[src/rtl/obi_pkg.sv]
// Shared OBI request/response bundles used by masters, slaves and interconnect.
package obi_pkg;

  localparam int unsigned ObiAddrW = 32;
  localparam int unsigned ObiDataW = 32;

  typedef struct packed {
    logic                  req;
    logic [ObiAddrW-1:0]   addr;
    logic                  we;
    logic [ObiDataW/8-1:0] be;
    logic [ObiDataW-1:0]   wdata;
  } obi_req_t;

  typedef struct packed {
    logic                gnt;
    logic                rvalid;
    logic [ObiDataW-1:0] rdata;
  } obi_resp_t;

endpackage

[src/rtl/ext_cpu_obi_id_fifo.sv]
// Synchronous FIFO holding requester IDs of outstanding OBI transactions.
// A push while full is accepted only when a pop happens in the same cycle.
module ext_cpu_obi_id_fifo #(
  parameter int unsigned DEPTH = 2,
  parameter int unsigned WIDTH = 2,
  localparam int unsigned PTR_W = (DEPTH > 1) ? $clog2(DEPTH) : 1,
  localparam int unsigned CNT_W = $clog2(DEPTH + 1)
) (
  input  logic             clk_i,
  input  logic             rst_i,
  input  logic             push_i,
  input  logic [WIDTH-1:0] data_i,
  input  logic             pop_i,
  output logic [WIDTH-1:0] head_o,
  output logic             full_o,
  output logic             empty_o,
  output logic [CNT_W-1:0] count_o
);

  logic [WIDTH-1:0] mem_q [DEPTH];
  logic [WIDTH-1:0] mem_d [DEPTH];
  logic [PTR_W-1:0] wr_ptr_q, wr_ptr_d;
  logic [PTR_W-1:0] rd_ptr_q, rd_ptr_d;
  logic [CNT_W-1:0] count_q, count_d;
  logic             do_push, do_pop;

  assign full_o  = (count_q == CNT_W'(DEPTH));
  assign empty_o = (count_q == '0);
  assign head_o  = mem_q[rd_ptr_q];
  assign count_o = count_q;

  // Next-state for storage, pointers (wrapping mod DEPTH) and occupancy.
  always_comb begin
    do_push  = push_i && (!full_o || pop_i);
    do_pop   = pop_i && !empty_o;
    mem_d    = mem_q;
    wr_ptr_d = wr_ptr_q;
    rd_ptr_d = rd_ptr_q;
    count_d  = count_q;
    if (do_push) begin
      mem_d[wr_ptr_q] = data_i;
      wr_ptr_d = (wr_ptr_q == PTR_W'(DEPTH - 1)) ? '0 : wr_ptr_q + 1'b1;
    end
    if (do_pop) begin
      rd_ptr_d = (rd_ptr_q == PTR_W'(DEPTH - 1)) ? '0 : rd_ptr_q + 1'b1;
    end
    case ({do_push, do_pop})
      2'b10:   count_d = count_q + 1'b1;
      2'b01:   count_d = count_q - 1'b1;
      default: count_d = count_q;
    endcase
  end

  // State registers with synchronous flush.
  always_ff @(posedge clk_i) begin
    if (rst_i) begin
      for (int i = 0; i < int'(DEPTH); i++) mem_q[i] <= '0;
      wr_ptr_q <= '0;
      rd_ptr_q <= '0;
      count_q  <= '0;
    end else begin
      mem_q    <= mem_d;
      wr_ptr_q <= wr_ptr_d;
      rd_ptr_q <= rd_ptr_d;
      count_q  <= count_d;
    end
  end

endmodule

[src/rtl/ext_cpu_obi_arbiter.sv]
// Round-robin arbiter sharing one downstream OBI port among NUM_REQ masters.
// Outstanding requester IDs are queued so responses return to their issuer.
module ext_cpu_obi_arbiter
  import obi_pkg::*;
#(
  parameter int unsigned NUM_REQ         = 3,
  parameter int unsigned MAX_OUTSTANDING = 2,
  localparam int unsigned IDX_W = $clog2(NUM_REQ),
  localparam int unsigned CNT_W = $clog2(MAX_OUTSTANDING + 1)
) (
  input  logic                     clk_i,
  input  logic                     rst_i,
  input  obi_req_t  [NUM_REQ-1:0]  req_i,
  output obi_resp_t [NUM_REQ-1:0]  resp_o,
  output obi_req_t                 req_o,
  input  obi_resp_t                resp_i,
  output logic      [CNT_W-1:0]    outstanding_o,
  output logic                     err_o
);

  typedef enum logic {StIdle, StLocked} state_e;

  state_e           state_q, state_d;
  logic [IDX_W-1:0] rr_ptr_q, rr_ptr_d;
  logic [IDX_W-1:0] locked_idx_q, locked_idx_d;
  logic             err_q, err_d;

  logic [IDX_W-1:0] scan_idx, sel;
  logic             any_req, req_valid, handshake;
  logic             fifo_full, fifo_empty, full_gate;
  logic [IDX_W-1:0] fifo_head;

  // A pop in the same cycle frees a slot, so a full FIFO may still accept.
  assign full_gate = fifo_full && !resp_i.rvalid;

  // Round-robin scan starting at rr_ptr, wrapping mod NUM_REQ.
  always_comb begin
    int unsigned      cand;
    logic [IDX_W-1:0] cand_idx;
    any_req  = 1'b0;
    scan_idx = '0;
    cand     = 0;
    cand_idx = '0;
    for (int unsigned i = 0; i < NUM_REQ; i++) begin
      cand     = (int'(rr_ptr_q) + i) % NUM_REQ;
      cand_idx = IDX_W'(cand);
      if (!any_req && req_i[cand_idx].req) begin
        any_req  = 1'b1;
        scan_idx = cand_idx;
      end
    end
  end

  // Downstream request mux and per-requester response routing.
  always_comb begin
    sel       = (state_q == StLocked) ? locked_idx_q : scan_idx;
    req_valid = ((state_q == StLocked) || any_req) && !full_gate;
    handshake = req_valid && resp_i.gnt;
    req_o     = req_i[sel];
    req_o.req = req_valid;
    resp_o    = '0;
    for (int k = 0; k < int'(NUM_REQ); k++) begin
      resp_o[k].gnt    = handshake && (sel == IDX_W'(k));
      resp_o[k].rvalid = resp_i.rvalid && !fifo_empty && (fifo_head == IDX_W'(k));
      resp_o[k].rdata  = resp_i.rdata;
    end
  end

  // Lock FSM, round-robin pointer update and sticky error detection.
  always_comb begin
    state_d      = state_q;
    locked_idx_d = locked_idx_q;
    rr_ptr_d     = rr_ptr_q;
    err_d        = err_q || (resp_i.rvalid && fifo_empty);
    unique case (state_q)
      StIdle: begin
        if (req_valid && !resp_i.gnt) begin
          state_d      = StLocked;
          locked_idx_d = sel;
        end
      end
      StLocked: begin
        if (handshake) state_d = StIdle;
      end
      default: state_d = StIdle;
    endcase
    if (handshake) begin
      rr_ptr_d = (sel == IDX_W'(NUM_REQ - 1)) ? '0 : sel + 1'b1;
    end
  end

  // State registers with synchronous reset.
  always_ff @(posedge clk_i) begin
    if (rst_i) begin
      state_q      <= StIdle;
      rr_ptr_q     <= '0;
      locked_idx_q <= '0;
      err_q        <= 1'b0;
    end else begin
      state_q      <= state_d;
      rr_ptr_q     <= rr_ptr_d;
      locked_idx_q <= locked_idx_d;
      err_q        <= err_d;
    end
  end

  assign err_o = err_q;

  ext_cpu_obi_id_fifo #(
    .DEPTH (MAX_OUTSTANDING),
    .WIDTH (IDX_W)
  ) u_id_fifo (
    .clk_i   (clk_i),
    .rst_i   (rst_i),
    .push_i  (handshake),
    .data_i  (sel),
    .pop_i   (resp_i.rvalid),
    .head_o  (fifo_head),
    .full_o  (fifo_full),
    .empty_o (fifo_empty),
    .count_o (outstanding_o)
  );

endmodule

[config.mk]
export PLATFORM = sky130hd
export DESIGN_NAME = ext_cpu_obi_arbiter
export DESIGN_NICKNAME = d
export VERILOG_FILES = /design/src/rtl/obi_pkg.sv /design/src/rtl/ext_cpu_obi_id_fifo.sv /design/src/rtl/ext_cpu_obi_arbiter.sv
export SDC_FILE = /design/constraint.sdc
export NUM_CORES = 1
export LEC_CHECK = 0
export ABC_AREA = 1
export CAP_MARGIN = 10
export CORE_AREA = 10 10 155 157
export CTS_CLUSTER_SIZE = 14
export DETAILED_ROUTE_END_ITERATION = 10
export DIE_AREA = 0 0 165 167
export PLACE_DENSITY = 0.55
export SETUP_SLACK_MARGIN = 0.15
export SLEW_MARGIN = 10
export SYNTH_ARGS = -nofsm -noshare
export SYNTH_HDL_FRONTEND = slang
export SYNTH_SLANG_ARGS = --single-unit
[constraint.sdc]
create_clock -name clk_i -period 4.2 [get_ports clk_i]
set_clock_uncertainty 0.05 [all_clocks]
set_input_delay 0.84 -clock clk_i [delete_from_list [all_inputs] [get_ports clk_i]]
set_output_delay 0.84 -clock clk_i [all_outputs]
set_load 0.02 [all_outputs]
# Word-level counts from Yosys, hierarchy flattened
# Cells that the tools add are included.
[word_totals]
reg_bits = 14
out_inout_bits = 175
[classes]
div_mod_pow = 3
n_addsub = 7
bitwise_logic = 3
n_mux = 28
n_eq_ne = 7
n_lt_le_gt_ge = 7
n_reduce_logical = 31
[op_table]
columns = ["operator", "count"]
rows = [
  ["$bmux W70 S2", 4],
  ["$mux W70", 3],
  ["$mux W69", 1],
  ["$mod A32 B2 Y32 const B", 2],
  ["$mod A2 B2 Y32 const B", 1],
  ["$mux W2", 9],
  ["$logic_and A1 B1 Y1", 16],
  ["$lt A2 B3 Y1 const B", 4],
  ["$eq A2 B2 Y1 const B", 4],
  ["$logic_not A1 Y1", 7],
  ["$mux W1", 7],
  ["$eq A2 B1 Y1 const B", 3],
  ["$logic_not A2 Y1", 3],
  ["$add A2 B1 Y2 const B", 2],
  ["$bwmux W4", 1],
  ["$ge A2 B2 Y1 const B", 2],
  ["$not A1 Y2", 2],
  ["$pmux W2 S2", 1],
  ["$add A2 B1 Y3 const B", 1],
  ["$add A2 B2 Y3 const B", 1],
  ["$logic_or A1 B1 Y1", 3],
  ["$add A1 B1 Y1 const B", 2],
  ["$demux W2 S1", 1],
  ["$lt A2 B1 Y1 const B", 1],
  ["other kinds (5)", 5],
]

# Longest topological paths before layout
# Gate-level depths: netlist of the first run.
[depth]
ltp_word = 16
ltp_mapped = 18
mapped_depth_nobuf = 18

# Cells and area by module
# From an unflattened synthesis of the first run, not the netlist that was laid out.
[unflattened]
cells_unflattened = 592
area_unflattened_um2 = 3580.9
[modules_own_cells]
columns = ["module", "n_inst", "cells_each", "area_each_um2"]
rows = [
  ["ext_cpu_obi_arbiter", 1, 529, 3136.8],
  ["ext_cpu_obi_id_fifo", 1, 63, 444.2],
]

# Worst setup path after synthesis of the first run
# OpenSTA, ideal clock, no wires.
[synth_path]
path_type = "in2out"
from = "input port req_i[139] (netlist name)"
to = "output port resp_o[101] (netlist name)"
required_ps = 3310
setup_slack_ps = 1026
arrival_ps = 2284
path_buffers = 2
cell_stages = 12
cell_sequence = "inv_1 nand2_1 nand3_1 nand2_1 inv_1 nor2_2 nor2_2 nor2_4 nor2_8 buf_6 buf_2 nor3_1"
[synth_lines]
columns = ["element", "line_no", "rtl"]
rows = [
  ["start, declared", "ext_cpu_obi_arbiter.sv:13", "input obi_req_t [NUM_REQ-1:0] req_i,"],
  ["end, declared", "ext_cpu_obi_arbiter.sv:14", "output obi_resp_t [NUM_REQ-1:0] resp_o,"],
]

==> results of run 1 <==
==> metrics by stage <==
stage	setup slack, ps	hold WS, ps	cell area [µm²]	util, %	setup TNS, ps
4_1_cts	158	413	5940	28.5	0
6_report	288	411	5650	27.1	0
2_1_floorplan	1030	389	3190	-	0
5_1_grt	112	439	5650	27.1	0
3_5_place_dp	-129	406	5890	28.3	-2260
3_3_place_gp	-118	400	5890	28.3	-2950
==> flip-flops by register name (all words and copies together) (netlist names), named ones only <==
register / count
u_id_fifo.mem_q: 4
locked_idx_q: 2
rr_ptr_q: 2
u_id_fifo.count_o: 2
err_o: 1
u_id_fifo.rd_ptr_q: 1
u_id_fifo.wr_ptr_q: 1
==> synth_stat cells, drive strengths merged <==
cell    count
a21oi      13
buf       129
clkbuf      6
dfxtp      14
ha          3
inv        29
mux2i       1
nand2     114
nand3     221
nand4       2
nor2       19
nor3        3
o21a        1
o21ai       7
==> metal layers <==
metal	up-vias	share of wire (%)
met5	-	0
met4	0	2.0
met3	20	12
met2	279	51
met1	1890	35
li1	2163	-
==> timing repair <==
item                                    CTS  global route
buffers inserted                          1             0
pin swaps                                 0             2
gates resized for setup                 112           126
gates cloned                              1             0
hold buffers                              0             0
endpoints found under the setup margin   72            72
==> kinds of logic (layout without fill, tap and decap cells) <==
| group | count (synthesis) | after routing | share of synthesized area [%] |
|---|---|---|---|
| AND/OR/NAND/NOR | 359 | 359 | 53.6 |
| buffers and inverters | 164 | 355 | 32.8 |
| AO/OA/AOI/OAI | 21 | 21 | 3.37 |
| flip-flops | 14 | 14 | 8.78 |
| adder cells (fa/ha/maj) | 3 | 3 | 1.18 |
| multiplexers | 1 | 1 | 0.313 |
==> report_power, final <==
| group | total, W | internal [W] | switching [W] |
|---|---|---|---|
| clock | 0.000175 | 0.000124 | 0.0000512 |
| combinational | 0.00517 | 0.00192 | 0.00325 |
| sequential | 0.000211 | 0.000176 | 0.0000348 |
==> worst paths after layout <==
| check | slack (ps) | to | start | cells after the start |
|---|---|---|---|---|
| worst max-delay path | 290 | resp_o[67] | req_i[209] | 14 |
| worst min register to register | 410 | u_id_fifo.mem_q[2]$_SDFFE_PP0P_ | u_id_fifo.mem_q[2]$_SDFFE_PP0P_ | 2 |
| worst max register to register | 1570 | u_id_fifo.count_o[1]$_SDFFE_PP0P_ | rr_ptr_q[0]$_SDFFE_PP0P_ | 19 |
| worst min-delay path | 410 | u_id_fifo.mem_q[2]$_SDFFE_PP0P_ | u_id_fifo.mem_q[2]$_SDFFE_PP0P_ | 2 |
==> final cells by class <==
type | count | area [µm²]
timing repair buffer | 323 | 2960
inverter | 29 | 109
fill | 2368 | 15200
tap | 275 | 344
sequential | 14 | 280
clock buffer | 3 | 75.1
multi-input combinational | 384 | 1880
==> worst register-to-register path: stages, from the launching register on <==
cell,delay (ps)
dfxtp_1,350
inv_1,50
ha_1,390
inv_2,120
nand2_1,60
nand3_1,70
nand2_1,110
nand2_2,100
nor2_1,40
nand2_1,60
nand2_1,80
nor2_1,130
inv_1,70
buf_4,150
ha_1,270
inv_1,80
nand2_1,50
nor2_1,110
o21ai_0,90
a21oi_1,120
==> metrics.yaml, run 1 <==
place:
  portBuffers: 292
  gp_congestion: 0.878
  dp.final_hpwl_um: 14900
  placedCellCount: 1023
setup_path:
  path_buf_inv: 6
  cp_cell_sequence: "clkdlybuf4s50_1 > inv_2 > o21ai_0 > nand2_1 > nand2_2 > nor2_2 > nor2_2 > nor2_4 > nor2_8 > buf_12 > buf_12 > nand3_1 > inv_1 > clkdlybuf4s15_1"
  slowest_stage: "clkdlybuf4s50_1"
  arrival_ps: 3020
  worstPathMaxFanout: 26
  critPathCaptureType: "primary output"
  cpPeakStageDelay_ps: 510
  path_delay_family: "buffers and inverters"
  start_kind: "input port"
  critPathKind: "input port to primary output"
  critPathRequiredTime_ps: 3310
synthesis:
  synth_largest_area_cell: "nand3_1"
  synth_nets: 811
  synthCells: 562
  syn_area_mm2: 0.00319
  ys_top_cells_by_area: "nand3_1 35%, buf_4 23%, nand2_1 12%"
  syn_avg_cell_area_um2: 5.68
  ys_seq_area_share_pct: 8.78
  yosysWarnings: 0
  yosysUniqueCellTypes: 23
  ys_ff_latch: 14
  netlist.area_leader.share_pct: 34.6
routing:
  avgViaCountPerCell: 4.23
  wl_per_cell_um: 17.1
  vias: 4352
  drt-total-wl_um: 17600
  ant_nets: 0
  firstDrtPassIters: 4
  drcViolationCount: 0
  initialDrtViolationCount: 273
cts:
  clock_path_buffers: 2
  htreeDepth: 1
  cts_tree: "built"
  cts-root-buf: "clkbuf_16"
  cts_buffers: 3
  clock_latency_ps: 240
  clkSinkCount: 14
  clk_pin_slew_ps: 40
cells_and_area:
  final_cells: 1028
  final_cell_mix: "221 x nand3_1, 220 x clkdlybuf4s50_1, 101 x nand2_1"
  areaGrowthSynthToFinish_pct: 77.0
  antenna_cells: 0
  final_nets: 1004
  drive_gt1_share_pct: 16.9
  layout_commonest_cell: "nand3_1"
floorplanning:
  rows: 53
  die_w_um: 165
  die-height_um: 167
  initial_utilization_pct: 15.3
  die_area_mm2: 0.0276
  core_mm2: 0.0208
  top_level_ports: 421
grt:
  globalRouteMet1Util_pct: 11.1
  busiest_layer: "met2"
  grtUsageTotal_pct: 11.5
  antenna_found_initial: 0
  grt_pass1_vias: 4506
  use_met3_pct: 4.88
  grt_max_degree: 43
  met2_usage_pct: 21.4
  grt-ovfl-total: 0
  grt_pass1_wl_um: 25500
sta:
  report.final.hold_viol_count: 0
  timing_worst_slew_pin_value_ps: 428
  rsz0062_at_grt: "true"
  slew_headroom_pct: 71.4
  fmax_mhz: 256
  period_needed_ps: 3910
  period_share_pct: 93.2
  slew_violations: 0
  finalSetupViolCount: 0
min_path:
  holdCritPathClass: "flop to flop"
job:
  drv_cap: 0
pwr:
  p_leak_nw: 2.48
  ir_drop_v: 0.000469
  total_power_w: 0.00556
  p_per_area_mw_per_mm2: 984
outcome:
  status: "finished, final reports clean"
No activity file was read; power rests on OpenSTA's default activity.
==> inputs of run 2 (changes only) <==
--- a/config.mk
+++ b/config.mk
@@ -7,11 +7,11 @@
 export LEC_CHECK = 0
 export ABC_AREA = 1
 export CAP_MARGIN = 10
-export CORE_AREA = 10 10 155 157
-export CTS_CLUSTER_SIZE = 14
+export CORE_AREA = 10 10 156 158
+export CTS_CLUSTER_SIZE = 10
 export DETAILED_ROUTE_END_ITERATION = 10
-export DIE_AREA = 0 0 165 167
-export PLACE_DENSITY = 0.55
+export DIE_AREA = 0 0 166 168
+export PLACE_DENSITY = 0.56
 export SETUP_SLACK_MARGIN = 0.15
 export SLEW_MARGIN = 10
 export SYNTH_ARGS = -nofsm -noshare
==> constraint.sdc (replaced) <==
create_clock -name clk_i -period 3.2 [get_ports clk_i]
set_clock_uncertainty 0.05 [all_clocks]
set_input_delay 0.64 -clock clk_i [delete_from_list [all_inputs] [get_ports clk_i]]
set_output_delay 0.64 -clock clk_i [all_outputs]
set_load 0.02 [all_outputs]
==> run 2 against run 1 <==
  * Utilization up 5.1 points
  * Sequential share of layout area down 0.87 points
  * Routed wire length up 16%
  * First-iteration DRC count down 18%
  * Die area up 1.2%
  * Flip-flop and latch count unchanged
  * Sequential power up 34%
  * Clock power up 33%
  * Critical endpoint is now req_o[8]
  * Final area up 22%
  * Setup slack worse by 220 ps
  * Clock-buffer cell count unchanged
  * Global-route usage up 1.2 points
==> metrics.yaml, run 2 (synthesis results as in run 1) <==
outcome:
  status: "finished, final reports clean"
pwr:
  p_switching_w: 0.00528  # +58%
  p_leak_nw: 3.11  # +25%
  p_int_w: 0.00504  # +130%
  p_per_area_mw_per_mm2: 1490  # +52%
  switching_share_pct: 51.2  # -8.9 points
  ir_drop_v: 0.000838  # +79%
  clkPwrFrac_pct: 2.2  # -1.0 points
  combPwrFrac_pct: 95.0  # +2.0 points
  p_seq_share_pct: 2.7  # -1.1 points
grt:
  grt_pass1_vias: 4878  # +8.3%
  grt_pass1_wl_um: 28700  # +13%
  antenna_found_initial: 0  # unchanged
  grtUsageTotal_pct: 12.7  # +1.2 points
  grt_max_degree: 39  # -9.3%
  grt-ovfl-total: 0  # unchanged
cts:
  cts_hold_buf: 0  # unchanged
  clk_pin_slew_ps: 40  # about the same
  cts_tree: "built"
  clock_path_buffers: 2  # unchanged
  clkSinkCount: 14  # unchanged
  htreeDepth: 1  # unchanged
  clock_latency_ps: 240  # about the same
  cts-root-buf: "clkbuf_16"
  cts_buffers: 3  # unchanged
cells_and_area:
  final_cell_mix: "214 x clkdlybuf4s50_1, 178 x nand3_1, 89 x nand2_1"
  largest_register: "u_id_fifo.mem_q"
  final_nets: 1040  # +3.6%
  layout_commonest_cell: "clkdlybuf4s50_1"
  areaGrowthSynthToFinish_pct: 116
  drive_gt1_share_pct: 29.5  # +13 points
  final_util_pct: 32.3  # +5.1 points
  largest_reg_flops: 4  # unchanged
  antenna_cells: 0  # unchanged
floorplanning:
  die_area_mm2: 0.0279  # +1.2%
  die_w_um: 166  # +0.61%
  initial_utilization_pct: 14.9  # -0.43 points
  top_level_ports: 421  # unchanged
  rows: 54  # +1.9%
  die-height_um: 168  # +0.60%
  core_mm2: 0.0214  # +2.9%
setup_path:
  worstPathMaxFanout: 13  # -50%
  critPathRequiredTime_ps: 2510  # -800 ps
  cpPeakStageDelay_ps: 340  # -170 ps
  cp_cell_sequence: "inv_2 > ha_4 > inv_4 > nand2_2 > nand3_2 > nand2_4 > nand2_4 > nor2_4 > nor2_2 > nor2_4 > nor2_8 > buf_4 > buf_12 > clkbuf_16 > nand3_1 > nand3_1 > buf_4"
  critPathCaptureType: "primary output"
  arrival_ps: 2440  # -580 ps
  slowest_stage: "dfxtp_2"
  critPathKind: "flop to primary output"
  start_kind: "flop"
  rrSetupSlack_ps: 650  # -920 ps
routing:
  drt-total-wl_um: 20300  # +16%
  avgViaCountPerCell: 4.32  # +2.1%
  drcViolationCount: 0  # unchanged
  initialDrtViolationCount: 224  # -18%
  ant_nets: 0  # unchanged
  wl_per_cell_um: 19.0  # +11%
  firstDrtPassIters: 6  # +2
  vias: 4621  # +6.2%
sta:
  fmax_mhz: 319
  slew_headroom_pct: 69.4  # -1.9 points
  finalSetupViolCount: 0  # unchanged
  report.final.hold_viol_count: 0  # unchanged
  period_needed_ps: 3130
  setup-tns-final_ps: 0  # unchanged
  rsz0062_at_grt: "true"
  period_share_pct: 97.9
  slew_violations: 0  # unchanged
  timing_worst_slew_pin_value_ps: 457  # +29.0 ps
job:
  drv_cap: 0  # unchanged
place:
  dp.final_hpwl_um: 14800  # -0.75%
  gp_congestion: 0.814  # -7.3%
  portBuffers: 292  # unchanged
min_path:
  holdCritPathClass: "flop to flop"
run 2: critical path: cells and delay by family, from the launching register on:
| family | cells | cell delay (ps) |
|---|---|---|
| flops | 1 | 340 |
| fa+ha+maj | 1 | 310 |
| buf+inv | 6 | 730 |
| simple gates | 10 | 800 |
run 2: routing by layer:
| layer | part of all wire [%] | up-vias | wire length [µm] | GRT usage [%] |
|---|---|---|---|---|
| met5 | 0 | - | 0 | 0 |
| met4 | 2.2 | 0 | 442 | 3.24 |
| met3 | 9.1 | 34 | 1860 | 4.14 |
| met2 | 51 | 258 | 10400 | 22.7 |
| met1 | 38 | 2088 | 7650 | 14.0 |
| li1 | - | 2241 | - | - |
run 2: timing repair:
action | CTS | global route
endpoints found under the setup margin | 73 | 75
resized for setup | 457 | 48
pin swaps | 14 | 15
cloned | 8 | 7
setup buffers | 11 | 5
run 2: final timing paths:
kind | startpoint | end | depth (start not counted)
setup / recovery | rr_ptr_q[0]$_SDFFE_PP0P_ | req_o[8] | 17
hold / removal | locked_idx_q[1]$_SDFFE_PP0P_ | locked_idx_q[1]$_SDFFE_PP0P_ | 2
setup reg to reg | rr_ptr_q[0]$_SDFFE_PP0P_ | u_id_fifo.count_o[1]$_SDFFE_PP0P_ | 19
hold reg to reg | locked_idx_q[1]$_SDFFE_PP0P_ | locked_idx_q[1]$_SDFFE_PP0P_ | 2
run 2: through the flow:
stage / setup slack [ps] / hold WS [ps] / cell area [µm²] / cells / power (W)
after floorplan: 309 / 389 / 3190 / 562 / 0.00459
after global placement: -774 / 400 / 5940 / 1035 / 0.00827
after detailed placement: -726 / 406 / 5940 / 1035 / 0.00823
after CTS: 25.2 / 413 / 6510 / 1057 / 0.00949
after global routing: -67.5 / 424 / 6910 / 1069 / 0.0110
final: 67.6 / 411 / 6910 / 1069 / 0.0103
run 2: cell type report:
type / count / area [µm²]
fillers: 2301 / 14500
repair buffers: 359 / 3900
multi-input cells: 384 / 2190
well taps: 280 / 350
flip-flops and latches: 14 / 283
inverters: 29 / 114
clock buffers: 3 / 75.1
run 2: power by group through the flow:
stage	logic [W]	clock network [W]	registers (W)
floorplan	0.00430	0	0.000289
global placement	0.00799	0	0.000279
detailed placement	0.00795	0	0.000280
CTS	0.00897	0.000237	0.000284
global route	0.0104	0.000247	0.000292
finish	0.00980	0.000232	0.000283
